## src/rtl/app_line_buffer.sv

```systemverilog
// rtl/app_line_buffer.sv - CDC line buffer: collects an OUT line, optionally upcases it, returns it on IN.
// Echoes the line on EOL or when full; an EOL-terminated line is followed by LF.
module app_line_buffer #(
  parameter int         DEPTH  = 64,
  parameter logic [7:0] EOL    = 8'h0D,
  parameter bit         UPCASE = 1'b1
) (
  input  logic       clk_i,
  input  logic       rst_i,
  input  logic [7:0] out_data_i,
  input  logic       out_valid_i,
  output logic       out_ready_o,
  output logic [7:0] in_data_o,
  output logic       in_valid_o,
  input  logic       in_ready_i
);

  localparam int AW = $clog2(DEPTH);

  localparam logic [1:0] S_IDLE  = 2'd0;
  localparam logic [1:0] S_FILL  = 2'd1;
  localparam logic [1:0] S_DRAIN = 2'd2;
  localparam logic [1:0] S_LF    = 2'd3;

  localparam logic [AW-1:0] C_PTR_ONE = {{(AW-1){1'b0}}, 1'b1};
  localparam logic [AW:0]   C_CNT_ONE = {{AW{1'b0}}, 1'b1};
  localparam logic [AW:0]   C_FULL    = DEPTH[AW:0];

  logic [1:0]    r_state;
  logic [AW-1:0] r_wr_ptr;
  logic [AW-1:0] r_rd_ptr;
  logic [AW:0]   r_count;
  logic          r_eol_flag;
  logic [7:0]    r_mem [DEPTH];

  logic          w_accept;
  logic          w_send;
  logic          w_last;
  logic [7:0]    w_store;
  logic [AW:0]   w_cnt_inc;

  assign w_accept  = (r_state == S_FILL) && out_valid_i;
  assign w_send    = in_valid_o && in_ready_i;
  assign w_cnt_inc = r_count + C_CNT_ONE;
  assign w_last    = ({1'b0, r_rd_ptr} + C_CNT_ONE) == r_count;

  always_comb begin
    w_store = out_data_i;
    if (UPCASE && (out_data_i >= 8'h61) && (out_data_i <= 8'h7A)) begin
      w_store = out_data_i - 8'h20;
    end
  end

  assign out_ready_o = (r_state == S_FILL);
  assign in_valid_o  = (r_state == S_DRAIN) || (r_state == S_LF);

  always_comb begin
    case (r_state)
      S_DRAIN: in_data_o = r_mem[r_rd_ptr];
      S_LF:    in_data_o = 8'h0A;
      default: in_data_o = 8'h00;
    endcase
  end

  // Buffer contents need no reset; they are only read back below count.
  always_ff @(posedge clk_i) begin
    if (w_accept) begin
      r_mem[r_wr_ptr] <= w_store;
    end
  end

  always_ff @(posedge clk_i or posedge rst_i) begin
    if (rst_i) begin
      r_state    <= S_IDLE;
      r_wr_ptr   <= '0;
      r_rd_ptr   <= '0;
      r_count    <= '0;
      r_eol_flag <= 1'b0;
    end else begin
      case (r_state)
        S_IDLE: begin
          r_state <= S_FILL;
        end
        S_FILL: begin
          if (w_accept) begin
            r_wr_ptr <= r_wr_ptr + C_PTR_ONE;
            r_count  <= w_cnt_inc;
            // EOL is matched on the raw byte and takes priority over full.
            if (out_data_i == EOL) begin
              r_eol_flag <= 1'b1;
              r_state    <= S_DRAIN;
            end else if (w_cnt_inc == C_FULL) begin
              r_eol_flag <= 1'b0;
              r_state    <= S_DRAIN;
            end
          end
        end
        S_DRAIN: begin
          if (w_send) begin
            r_rd_ptr <= r_rd_ptr + C_PTR_ONE;
            if (w_last) begin
              if (r_eol_flag) begin
                r_state <= S_LF;
              end else begin
                r_state  <= S_FILL;
                r_wr_ptr <= '0;
                r_rd_ptr <= '0;
                r_count  <= '0;
              end
            end
          end
        end
        default: begin
          if (w_send) begin
            r_state    <= S_FILL;
            r_wr_ptr   <= '0;
            r_rd_ptr   <= '0;
            r_count    <= '0;
            r_eol_flag <= 1'b0;
          end
        end
      endcase
    end
  end

endmodule

```

## config.mk

```make
export PLATFORM = sky130hd
export DESIGN_NAME = app_line_buffer
export DESIGN_NICKNAME = d
export VERILOG_FILES = /design/src/rtl/app_line_buffer.sv
export SDC_FILE = /design/constraint.sdc
export NUM_CORES = 1
export LEC_CHECK = 0
export ABC_CLOCK_PERIOD_IN_PS = 5050
export CAP_MARGIN = 20
export CELL_PAD_IN_SITES_DETAIL_PLACEMENT = 1
export CELL_PAD_IN_SITES_GLOBAL_PLACEMENT = 2
export CORE_MARGIN = 5
export CORE_UTILIZATION = 53
export DETAILED_ROUTE_END_ITERATION = 10
export PLACE_DENSITY_LB_ADDON = 0.2
export SYNTH_ARGS = -nofsm -noshare
export SYNTH_HDL_FRONTEND = slang
export SYNTH_SLANG_ARGS = --single-unit
```

## constraint.sdc

```tcl
create_clock -name clk_i -period 5.05 [get_ports clk_i]
set_input_delay 1.01 -clock clk_i [delete_from_list [all_inputs] [get_ports clk_i]]
set_output_delay 1.01 -clock clk_i [all_outputs]
set_load 0.02 [all_outputs]
```

==> metrics.yaml, run 1 <==
dp_hpwl_um: 35290
yosys-top-cells-area: "edfxtp_1, mux4_2, dfrtp_1"
routedWlPerCell_um: 31.87
rsz0062_at_grt: "false"
antenna_found_initial: 2
io_pins: 22
cts_buffers: 54
fin_hold_ws_ns: 0.5397
core_area_sq_um: 39910
min_delay_path_depth: 2
synth_area_sq_um: 21440
cellPowerDensity_nw_per_um2: 494.5
initial_core_util: 0.5372
nets: 1184
total_leakage_power_nw: 7.547
hp-start: "r_count[5]"
die_area_sq_um: 44580
cts_hold_buf: 0
chipHeight_um: 211.1
postCtsSetupBuffers: 0
clkPwrFrac: 0.324
drt_pass1_iterations: 5
synth-seq-cells: 534
synthCells: 1098
relSlewSlack: 0.2994
status: "finished, final reports clean"
slowest_stage: "mux4_2"
critPathLaunchType: "flop"
r2r_cells: 9
ys_types: 66
drive_gt1_frac: 0.2347
p_sw_frac: 0.2935
ys.flop_type: "edfxtp_1"
port-buffer-count: 21
worstPathRequired_ns: 4.04
die_width_um: 211.1
synthMuxAreaShare: 0.1395
root_buffer: "clkbuf_16"
clk_latency_ns: 0.62
r2r_start: "r_rd_ptr[1]"
area.growth.synth_to_final_pct: 12.64
cap_violations: 0
seq_power_share: 0.431
place_congestion: 0.8184
grt_pass1_vias: 11645
tns_ns: 0
clk_pin_slew_worst_paths_ns: 0.06
setup_viol: 0
register_area_sq_um: 15930
grt_overflow: 0
combPwrFrac: 0.245
layout_setup_ws_ns: 0.2292
ant_nets: 0
synth_compound_area_frac: 0.04645
finalHoldViolCount: 0
yosys.area.top_type: "edfxtp_1"
routed_via_density: 6.461
fmax_mhz: 207.4
min_period_ns: 4.821
peakVddDrop_mv: 0.3150
rows: 73
synth_nets: 1119
grt_pass1_wl_um: 81310
p_int_w: 0.008438
cp.arrival_ns: 3.81
grtUsageTotal: 0.2525
finalCritPeriodShare: 0.9546
totalWireLength_um: 55200
drc: 0
grt_start_max_net_pins: 65
tritoncts: "built"
syn_area_per_cell_sq_um: 19.53
worstHoldEndpoint: "r_count[5]"
reg2reg_slack_ns: 1.27
yosys_warnings: 0
path_max_fanout: 31
cts_max_path_buffers: 3
synthArstFlopShare: 0.04120
finish.utilization: 0.6051
ys_seq_area_frac: 0.7428
slew_violations: 0
synth_edf_count: 512
synth_fa_ha_area_frac: 0.005252
num_vias: 11191
path_cells: "buf_12 > mux4_2 > a22o_1 > a221oi_1 > o22ai_1 > a221oi_2 > nor2_1 > clkdlybuf4s50_1"
place_ws_ns: 0.7710
multi_input_area_sq_um: 5152
drt-initial-drc-count: 1201
clock_skew_ns: 0.02932
synth_top_family_by_area: "multiplexers"
cts.sinks: 534
hp-class: "flop to flop"
max_stage_delay_ns: 0.56
p_total_w: 0.01194
critPathKind: "flop to output port"
nFillCells: 3345
r2r_end: "r_rd_ptr[0]"
h-tree-depth: 2
yosys.area_share.simple: 0.04435
cp-end-kind: "output port"
p_switching_w: 0.003505
synthXorXnorAreaFrac: 0.003268
yosys.area.top_type_share: 0.7171
tightest_slew_ns: 1.047
## critical path, delay by kind of cell (launching register included)
family | cells | cell delay (ns)
AOI/OAI and AO/OA | 4 | 1.23
buffers and inverters | 2 | 0.82
muxes | 1 | 0.56
DFF | 1 | 0.50
and+or+nand+nor | 1 | 0.07
## placed cells by master (no fill, tap or decap), types with 5 or more instances in the layout
| cell type | netlist | final |
|---|---|---|
| clkdlybuf4s50_1 | 0 | 16 |
| edfxtp_1 | 512 | 512 |
| mux2_2 | 6 | 6 |
| mux4_2 | 128 | 128 |
| a21oi_1 | 13 | 12 |
| clkinv_2 | 0 | 9 |
| buf_2 | 22 | 5 |
| a22oi_1 | 6 | 6 |
| xnor2_1 | 5 | 5 |
| nor2_1 | 93 | 92 |
| a221oi_1 | 14 | 12 |
| a31oi_1 | 7 | 7 |
| clkbuf_1 | 18 | 6 |
| clkinv_1 | 1 | 19 |
| o22ai_1 | 22 | 22 |
| nand2_1 | 38 | 38 |
| dfrtp_1 | 22 | 19 |
| nor2b_1 | 6 | 6 |
| buf_12 | 0 | 7 |
| ha_1 | 9 | 9 |
| o21ai_0 | 10 | 10 |
| a22o_1 | 18 | 18 |
| nand3_1 | 24 | 24 |
| buf_4 | 8 | 39 |
| clkbuf_16 | 0 | 54 |
| inv_1 | 13 | 13 |
| o211ai_1 | 5 | 5 |
| nor3_1 | 12 | 12 |
| a221o_1 | 6 | 6 |
## layout make-up
| type | instances | area share |
|---|---|---|
| Timing Repair Buffer | 68 | 0.02673 |
| Clock inverter | 39 | 0.01363 |
| Tap cell | 525 | 0.02720 |
| Inverter | 15 | 0.002331 |
| Clock buffer | 60 | 0.05689 |
| Multi-Input combinational cell | 490 | 0.2133 |
| Sequential cell | 534 | 0.6598 |
| Antenna cell | 1 | 0.0001036 |
## flip-flops by register name, indices dropped and copies added, names as in the netlist
signal	cells
r_count	7
r_eol_flag	1
r_mem	512
r_rd_ptr	6
r_state	2
r_wr_ptr	6
## cells by family (layout without fill, tap and decap cells)
kind of cell | Yosys count | in the layout
DFF | 534 | 534
and+or+nand+nor | 205 | 205
muxes | 138 | 138
AOI/OAI and AO/OA | 130 | 130
buffers and inverters | 74 | 182
adders and majority gates | 9 | 9
xor gates and xnor gates | 8 | 8
other | 0 | 1
## synth_stat cells (2+ instances only)
library cell	n
a2111oi_0	2
a211o_1	4
a21o_1	4
a21oi_1	13
a221o_1	6
a221oi_1	14
a22o_1	18
a22oi_1	6
a31oi_1	7
and3_1	3
buf_1	3
buf_2	22
buf_4	8
buf_6	8
clkbuf_1	18
dfrtp_1	22
edfxtp_1	512
ha_1	9
inv_1	13
mux2_2	6
mux2i_1	4
mux4_2	128
nand2_1	38
nand2b_1	3
nand3_1	24
nand3b_1	4
nand4_1	3
nor2_1	93
nor2b_1	6
nor3_1	12
nor3b_1	2
o211ai_1	5
o21ai_0	10
o22ai_1	22
o311ai_0	2
or2_2	3
or3_1	4
or4_1	3
xnor2_1	5
xor2_1	3
## power by group through the flow
stage	sequential, W	clock (W)	combinational (W)
finish	0.00515	0.00387	0.00293
global route	0.00516	0.00415	0.00312
floorplan	0.00511	0	0.00209
global placement	0.00523	0	0.00290
CTS	0.00514	0.00393	0.00294
detailed placement	0.00524	0	0.00292
## worst max-delay path by stage
stage	from	endpoint	slack (ns)	depth (start not counted)
floorplan	out_data_i[4]	r_mem[0][6]	0.99	4
global placement	r_rd_ptr[0]	in_data_o[5]	0.80	8
detailed placement	r_rd_ptr[0]	in_data_o[5]	0.77	8
CTS	r_rd_ptr[0]	in_data_o[5]	0.09	8
global route	r_rd_ptr[0]	in_data_o[5]	0.08	8
finish	r_rd_ptr[0]	in_data_o[5]	0.23	8
## per-stage QoR
step | instance area, sq um | std cells
after floorplan | 21440 | 1098
after global placement | 22410 | 1631
after detailed placement | 22410 | 1631
after CTS | 24110 | 1730
after global routing | 24150 | 1731
final | 24150 | 1732
## per-layer routing
metal,track usage,vias up,wire length [um]
met4,0.08898,0,1907
met5,0,-,0
met2,0.3916,470,26570
met3,0.06357,93,4570
li1,-,4679,-
met1,0.3549,5949,22150
## timing repair
action,4_1_cts,5_1_grt
setup endpoints to repair,0,2
endpoints found under the hold margin,0,0
gates resized for setup,0,2
(Power assumes the default switching activity.)
==> inputs of run 2 (changes only) <==
--- a/config.mk
+++ b/config.mk
@@ -12,6 +12,7 @@
 export CORE_MARGIN = 5
 export CORE_UTILIZATION = 53
 export DETAILED_ROUTE_END_ITERATION = 10
+export GPL_TIMING_DRIVEN = 0
 export PLACE_DENSITY_LB_ADDON = 0.2
 export SYNTH_ARGS = -nofsm -noshare
 export SYNTH_HDL_FRONTEND = slang
==> metrics.yaml, run 2 (synthesis results as in run 1) <==
status: "finished, final reports clean"
rows: 73  # unchanged
hp-class: "flop to flop"
drt_pass1_iterations: 5  # unchanged
ant_nets: 0  # unchanged
grt_pass1_wl_um: 84810  # +4.3%
cts_hold_buf: 0  # unchanged
drt-initial-drc-count: 1385  # +15%
area.growth.synth_to_final_pct: 13.20
cap_violations: 0  # unchanged
clk_latency_ns: 0.59  # -0.03 ns
tightest_slew_ns: 1.167  # +0.1199 ns
critPathKind: "flop to output port"
p_total_w: 0.01215  # +1.7%
place_ws_ns: -0.1733  # -0.9443 ns
place_congestion: 0.8626  # +5.4%
largest_register_ffs: 512  # unchanged
grt_pass1_vias: 11852  # +1.8%
die_area_sq_um: 44580  # unchanged
grt_overflow: 0  # unchanged
routedWlPerCell_um: 33.47  # +5.0%
drc: 0  # unchanged
place_inst: 1652  # +1.3%
tns_ns: 0  # unchanged
cellPowerDensity_nw_per_um2: 500.7  # +1.2%
routed_via_density: 6.546  # +1.3%
grt_start_max_net_pins: 51  # -22%
finalHoldViolCount: 0  # unchanged
regMostFlops: "r_mem"
io_pins: 22  # unchanged
final_cell_mix: "edfxtp_1, mux4_2, nor2_1"
critPathLaunchType: "flop"
finalCritPeriodShare: 0.9815  # +0.02688
postCtsSetupBuffers: 0  # unchanged
drive_gt1_frac: 0.2363  # +0.001644
wl_met2_um: 27850  # +4.8%
finish.utilization: 0.6081  # +0.003010
relSlewSlack: 0.2192  # -0.08022
dp_hpwl_um: 39530  # +12%
final_common_cell: "edfxtp_1"
antenna_found_initial: 0  # -2
cts_buffers: 53  # -1.9%
clk_pin_slew_worst_paths_ns: 0.06  # about the same
core_area_sq_um: 39910  # unchanged
h-tree-depth: 2  # unchanged
cp.arrival_ns: 3.95  # +0.14 ns
fmax_mhz: 201.8  # -2.7%
totalWireLength_um: 58510  # +6.0%
rsz0062_at_grt: "false"
cts.sinks: 534  # unchanged
setup_viol: 0  # unchanged
nets: 1203  # +1.6%
met3WireLength_um: 5415  # +18%
cp-end-kind: "output port"
slowest_stage: "clkdlybuf4s50_1"
cp_num_buf_inv: 4  # +2
die_width_um: 211.1  # unchanged
cts_max_path_buffers: 3  # unchanged
worstPathRequired_ns: 4.04  # about the same
layout_setup_ws_ns: 0.09351  # -0.1357 ns
root_buffer: "clkbuf_16"
drt-met1-wl_um: 23850  # +7.7%
grtUsageTotal: 0.2670  # +0.01448
min_period_ns: 4.956  # +0.1357 ns
port-buffer-count: 21  # unchanged
tritoncts: "built"
chipHeight_um: 211.1  # unchanged
total_leakage_power_nw: 7.602  # +0.72%
reg_top3: "r_mem (512), r_count (7)"
peakVddDrop_mv: 0.3232  # +2.6%
nFillCells: 3340  # -0.15%
path_cells: "buf_4 > buf_2 > nor2_2 > clkbuf_2 > a22oi_1 > a21oi_1 > a21oi_1 > a21oi_1 > clkdlybuf4s50_1"
n_antenna_cell: 0  # -1
reg2reg_slack_ns: 1.56  # +0.29 ns
clock_skew_ns: 0.01783  # -0.01148 ns
num_vias: 11443  # +2.3%
critPathTopFamily: "buffers and inverters"
max_stage_delay_ns: 0.68  # +0.12 ns
top_layer_used: "met4"
initial_core_util: 0.5372  # unchanged
layout.cells.non_filler: 1748  # +0.92%
slew_violations: 0  # unchanged
crit_path_frequent_cell: "a21oi_1"
path_max_fanout: 10  # -68%
-- run 2: changes by cell type in the layout (fill, tap and decap cells not counted), moves of 3 or more --
cell and delta:
dfrtp_1 +3, a221oi_1 -9, a221oi_2 +7, buf_2 +10
inv_6 -3, clkbuf_2 +7, clkbuf_1 +24, clkbuf_4 +3
clkinv_2 -4, buf_8 +4, buf_6 +10, buf_4 -28
clkinv_1 -4
-- run 2: worst register-to-register path, stage by stage (launching register included) --
cell      delay [ns]
dfrtp_1         0.40
inv_1           0.13
ha_1            0.18
clkbuf_1        0.41
nand2_1         0.11
nor2_1          0.24
nand3_1         0.61
nor2_1          1.02
-- run 2: worst paths after layout --
| path | from | to | cells past startpoint |
|---|---|---|---|
| max | r_rd_ptr[3] | in_data_o[0] | 9 |
| min | r_count[5] | r_count[5] | 2 |
| max reg2reg | r_state[1] | r_mem[5][3] | 7 |
| min reg2reg | r_count[5] | r_count[5] | 2 |
| max in group asynchronous | rst_i | r_count[2] | 3 |
| min in group asynchronous | rst_i | r_rd_ptr[2] | 2 |
-- run 2: through the flow --
step / hold slack (ns) / instance area, sq um
after floorplan: 0.4735 / 21440
after global placement: 0.4901 / 22310
after detailed placement: 0.5218 / 22470
after CTS: 0.5359 / 24160
after global routing: 0.5770 / 24270
final: 0.5317 / 24270
-- run 2: final cells by class --
cell class / count / area [sq um] / share of cell area
inverter: 15 / 56.30 / 0.002320
timing repair buffer: 30 / 380.4 / 0.01567
clock inverter: 23 / 161.4 / 0.006650
tap: 525 / 656.9 / 0.02706
buffer: 58 / 419.2 / 0.01727
clock buffer: 73 / 1423 / 0.05861
sequential: 534 / 15930 / 0.6562
multi-input combinational: 490 / 5249 / 0.2163
-- run 2: timing repair --
item,in CTS,in global routing
endpoints found under the setup margin,7,6
gates resized for setup,33,21
pin swaps,0,2
-- run 2: power breakdown --
group          leakage (nW)  internal (W)  switching (W)
clock                 0.765       0.00206        0.00161
combinational          1.94       0.00141        0.00203
sequential             4.89       0.00496      0.0000819
total                  7.60       0.00842        0.00373
-- run 2: layer usage --
metal,GRT usage,vias to the layer above
li1,-,4717
met1,0.3796,6109
met2,0.4153,528
met3,0.07233,89
met4,0.07467,0
met5,0,-
